==> src/rtl/conv_enc_k3.sv <==
// Rate-1/2, K=3 convolutional encoder (generators 111/101) with valid/ready handshakes.
// Define CONV_ENC_TAIL_EN to flush each frame with two zero tail bits; otherwise the shift state streams across frames.
module conv_enc_k3 #(
   parameter int unsigned FRAME_LEN = 8
) (
   input  logic        clk,
   input  logic        rst_n,
   input  logic        in_valid,
   input  logic        in_bit,
   output logic        in_ready,
   output logic        out_valid,
   input  logic        out_ready,
   output logic [1:0]  tx_pair,
   output logic        out_last,
   output logic [15:0] frame_cnt
);

   localparam logic [7:0] LAST_BIT = 8'(FRAME_LEN - 1);

   logic [1:0]  shift_q;
   logic [1:0]  shift_nxt;
   logic [7:0]  bit_cnt;
   logic [7:0]  bit_cnt_nxt;
   logic [1:0]  tx_nxt;
   logic        valid_nxt;
   logic        last_nxt;
   logic [15:0] fcnt_nxt;
   logic        load_ok;
   logic        in_hs;
   logic        out_hs;

`ifdef CONV_ENC_TAIL_EN
   typedef enum logic {DATA, TAIL} state_t;
   state_t state;
   state_t state_nxt;
   logic   tail_cnt;
   logic   tail_cnt_nxt;

   assign in_ready = (state == DATA) && load_ok;
`else
   assign in_ready = load_ok;
`endif

   // The output register may take a new symbol when it is empty or being drained this cycle.
   assign load_ok = !out_valid || out_ready;
   assign in_hs   = in_valid && in_ready;
   assign out_hs  = out_valid && out_ready;

   always_comb begin
      shift_nxt   = shift_q;
      bit_cnt_nxt = bit_cnt;
      tx_nxt      = tx_pair;
      valid_nxt   = out_valid;
      last_nxt    = out_last;
      fcnt_nxt    = frame_cnt;
`ifdef CONV_ENC_TAIL_EN
      state_nxt    = state;
      tail_cnt_nxt = tail_cnt;
`endif
      if (out_hs && out_last) begin
         fcnt_nxt = frame_cnt + 16'd1;
      end
      if (out_hs) begin
         valid_nxt = 1'b0;
         last_nxt  = 1'b0;
      end
      if (in_hs) begin
         tx_nxt      = {in_bit ^ shift_q[1] ^ shift_q[0], in_bit ^ shift_q[0]};
         shift_nxt   = {in_bit, shift_q[1]};
         valid_nxt   = 1'b1;
         last_nxt    = 1'b0;
         bit_cnt_nxt = bit_cnt + 8'd1;
         if (bit_cnt == LAST_BIT) begin
            bit_cnt_nxt = 8'd0;
`ifdef CONV_ENC_TAIL_EN
            state_nxt = TAIL;
`else
            last_nxt  = 1'b1;
`endif
         end
      end
`ifdef CONV_ENC_TAIL_EN
      // Tail bits are zeros, so the encoder output reduces to the shift state taps.
      else if (state == TAIL && load_ok) begin
         tx_nxt       = {shift_q[1] ^ shift_q[0], shift_q[0]};
         shift_nxt    = {1'b0, shift_q[1]};
         valid_nxt    = 1'b1;
         last_nxt     = tail_cnt;
         tail_cnt_nxt = ~tail_cnt;
         if (tail_cnt) begin
            state_nxt = DATA;
         end
      end
`endif
   end

   always_ff @(posedge clk or negedge rst_n) begin
      if (!rst_n) begin
         shift_q   <= 2'b00;
         bit_cnt   <= 8'd0;
         tx_pair   <= 2'b00;
         out_valid <= 1'b0;
         out_last  <= 1'b0;
         frame_cnt <= 16'd0;
      end else begin
         shift_q   <= shift_nxt;
         bit_cnt   <= bit_cnt_nxt;
         tx_pair   <= tx_nxt;
         out_valid <= valid_nxt;
         out_last  <= last_nxt;
         frame_cnt <= fcnt_nxt;
      end
   end

`ifdef CONV_ENC_TAIL_EN
   always_ff @(posedge clk or negedge rst_n) begin
      if (!rst_n) begin
         state    <= DATA;
         tail_cnt <= 1'b0;
      end else begin
         state    <= state_nxt;
         tail_cnt <= tail_cnt_nxt;
      end
   end
`endif

endmodule

==> config.mk <==
export PLATFORM = sky130hd
export DESIGN_NAME = conv_enc_k3
export DESIGN_NICKNAME = d
export VERILOG_FILES = /design/src/rtl/conv_enc_k3.sv
export SDC_FILE = /design/constraint.sdc
export NUM_CORES = 1
export LEC_CHECK = 0
export CAP_MARGIN = 5
export CORE_ASPECT_RATIO = 1.1
export CORE_MARGIN = 4
export CORE_UTILIZATION = 45
export CTS_CLUSTER_DIAMETER = 100
export DETAILED_ROUTE_END_ITERATION = 7
export GPL_TIMING_DRIVEN = 0
export MAX_ROUTING_LAYER = met4
export PLACE_DENSITY = 0.68
export SLEW_MARGIN = 20
export SYNTH_ARGS = -nofsm -noshare
export SYNTH_HDL_FRONTEND = slang
export SYNTH_SLANG_ARGS = --single-unit
==> constraint.sdc <==
create_clock -name clk -period 4.1 [get_ports clk]
set_input_delay 0.82 -clock clk [delete_from_list [all_inputs] [get_ports clk]]
set_output_delay 0.82 -clock clk [all_outputs]
set_load 0.1 [all_outputs]
==> results.sh <==
export IMPL_synth_top_area_frac=0.568
export IMPL_drc=0
export IMPL_grt_pass1_vias=885
export IMPL_die_height_um=64.8
export IMPL_ys_seq_area_frac=0.568
export IMPL_ir_drop_uv=270
export IMPL_synth_most_common_cell="dfrtp_1"
export IMPL_fin_crit_ns=3.59
export IMPL_clock_sink_count=30
export IMPL_fin_setup_tns_ns=0
export IMPL_postCtsSetupBuffers=0
export IMPL_drtIter0Drc=31
export IMPL_final_nets=160
export IMPL_layout_drive_gt1_share=0.0909
export IMPL_maxCapViolations=0
export IMPL_grt_pass1_wl_um=4080
export IMPL_synth_area_um2=1320
export IMPL_power_density_nw_per_um2=442
export IMPL_maxSlewViolCount=0
export IMPL_clkTransAtPathRegs_ns=0.09
export IMPL_worstRegToRegCells=4
export IMPL_drtPass1Iterations=4
export IMPL_ys_ff_latch=30
export IMPL_endpoint_kind="output pin"
export IMPL_final_core_util=0.595
export IMPL_die_area_um2=3870
export IMPL_vias_per_cell=4.99
export IMPL_die_w_um=59.7
export IMPL_worstHoldStart="frame_cnt[15]$_DFFE_PN0P_"
export IMPL_drt_antenna_violating_nets=0
export IMPL_worstHoldPathType="flop to flop"
export IMPL_fillers=252
export IMPL_tightestPinTransition_ns=0.984
export IMPL_pre_cts_slack_ns=0.509
export IMPL_async_reset_ff_frac=1.00
export IMPL_startpoint_type="primary input"
export IMPL_yosys_area_top_type="dfrtp_1"
export IMPL_coreArea_um2=2800
export IMPL_post_cts_resized=0
export IMPL_status="finished clean"
export IMPL_grt_max_degree=31
export IMPL_timing_rr_end="bit_cnt[3]$_DFFE_PN0P_"
export IMPL_syn2layout_area_growth_pct=26.2
export IMPL_stdcell_area_um2=1670
export IMPL_syn_num_nets=128
export IMPL_grt_antenna_before_repair=0
export IMPL_clock_latency_ns=0.33
export IMPL_fin_worst_skew_ns=0.00620
export IMPL_vias=934
export IMPL_initial_core_util=0.471
export IMPL_cts_buffer_depth=2
export IMPL_overflow=0
export IMPL_synth_area_leaders="dfrtp_1 57%, xnor2_1 12%, nand2_1 4.5%"
export IMPL_reg2reg_from="bit_cnt[4]$_DFFE_PN0P_"
export IMPL_post_synth_num_cell_types=22
export IMPL_cts_buffers=5
export IMPL_required_ns=3.28
export IMPL_hold_violations=0
export IMPL_crit_type="primary input to output pin"
export IMPL_setup_violations=0
export IMPL_hold_path_cell_count=1
export IMPL_fmax_ghz=0.279
export IMPL_wl_per_cell_um=12.8
export IMPL_ios=26
export IMPL_place_congestion=0.810
export IMPL_antenna_cells=0
export IMPL_timing_reg2reg_setup_slack_ns=2.54
export IMPL_avgSynthCellArea_um2=10.9
export IMPL_ys_flop_type="dfrtp_1"
export IMPL_leakagePower_nw=0.767
export IMPL_fin_crit_sh=0.874
export IMPL_row_count=20
export IMPL_rsz0062_at_grt="no"
export IMPL_path_max_fanout=6
export IMPL_grt_use_total=0.149
export IMPL_routed_wl_um=2400
export IMPL_place_area_um2=1610
export IMPL_synth_edf_count=0
export IMPL_synth_warnings=0
export IMPL_arrival_ns=2.77
export IMPL_postCtsHoldBufs=0
export IMPL_io_buffer_count=25
export IMPL_hold_path_end="frame_cnt[15]$_DFFE_PN0P_"
export IMPL_slew_headroom=0.342
export IMPL_syn_inst=121
export IMPL_synthTopCellsByCount="30 x dfrtp_1, 18 x xnor2_1, 16 x nand2_1"
export IMPL_cts_root_buf="clkbuf_4"
export IMPL_cts_tree="done"
export IMPL_dp_hpwl_um=1730
export IMPL_worst_slack_ns=0.515
export IMPL_htree_levels=2
-- metrics by stage --
step                      cells  hold WS [ns]  power, mW
after global routing        187         0.497      0.782
after floorplan             121         0.455      0.509
after CTS                   187         0.481      0.749
final                       187         0.473      0.737
after global placement      179         0.459      0.556
after detailed placement    179         0.468      0.561
-- flip-flops by register name, indices dropped and copies added, names as in the netlist --
name and cells:
tx_pair 2, bit_cnt 8, out_last 1, out_valid 1, shift_q 2, frame_cnt 16
-- critical path: stages --
cell	delay, ns
clkdlybuf4s50_1	0.53
nand2b_1	0.24
clkdlybuf4s50_1	1.17
-- layout by cell type, fill, tap and decap left out --
cell type / netlist / routed
mux2_2: 2 / 2
nor2_1: 6 / 6
clkbuf_1: 0 / 1
nor3_1: 5 / 5
o211ai_1: 1 / 1
clkbuf_8: 0 / 1
and3_1: 3 / 3
and2_1: 1 / 1
xor2_1: 4 / 4
dfrtp_1: 30 / 30
or4_1: 1 / 1
ha_1: 2 / 2
nand3_1: 9 / 9
and4_1: 2 / 2
a21o_1: 2 / 2
clkinv_2: 0 / 1
inv_1: 4 / 4
nand4_1: 6 / 6
buf_2: 2 / 3
clkbuf_4: 0 / 5
clkbuf_2: 1 / 1
clkdlybuf4s50_1: 0 / 24
xnor2_1: 18 / 18
nand2b_1: 2 / 2
nand2_1: 16 / 16
o21ai_0: 3 / 3
nor3_2: 1 / 1
-- kinds of logic (layout without fill, tap and decap cells) --
| kind of cell | Yosys count | count (layout) | share of synthesized area |
|---|---|---|---|
| buffers and inverters | 7 | 40 | 0.0227 |
| XOR/XNOR | 22 | 22 | 0.146 |
| AND/OR/NAND/NOR | 52 | 52 | 0.199 |
| flip-flops | 30 | 30 | 0.568 |
| AO/OA/AOI/OAI | 6 | 6 | 0.0284 |
| multiplexers | 2 | 2 | 0.0170 |
| adder cells (fa/ha/maj) | 2 | 2 | 0.0189 |
-- worst max path at each step --
stage                             endpoint  slack [ns]                   from
floorplan           shift_q[1]$_DFFE_PN0P_        1.29  out_valid$_DFFE_PN0P_
global placement                  in_ready        0.50              out_ready
detailed placement                in_ready        0.51              out_ready
CTS                               in_ready        0.50              out_ready
global route                      in_ready        0.44              out_ready
finish                            in_ready        0.51              out_ready
-- power by group --
group / internal [mW] / leakage [nW] / switching (mW) / total [mW]
Combinational: 0.0572 / 0.335 / 0.126 / 0.183
Sequential: 0.333 / 0.397 / 0.0378 / 0.370
Clock: 0.0830 / 0.0353 / 0.101 / 0.184
-- final cells by class --
class / count / area, um2 / area share
multi-input combinational: 84 / 541 / 0.324
clock inverter: 1 / 5.00 / 0.00300
buffer: 3 / 15.0 / 0.00900
clock buffer: 7 / 55.1 / 0.0330
sequential: 30 / 751 / 0.450
timing repair buffer: 25 / 245 / 0.147
tap: 33 / 41.3 / 0.0248
inverter: 4 / 15.0 / 0.00900
-- per-layer routing --
metal | track usage | vias to the layer above | wire length, um
li1 | - | 470 | -
met1 | 0.171 | 439 | 1040
met2 | 0.226 | 18 | 1160
met3 | 0.0538 | 7 | 145
met4 | 0.0748 | 0 | 58
met5 | - | - | 0
No activity file was read; power rests on OpenSTA's default activity.
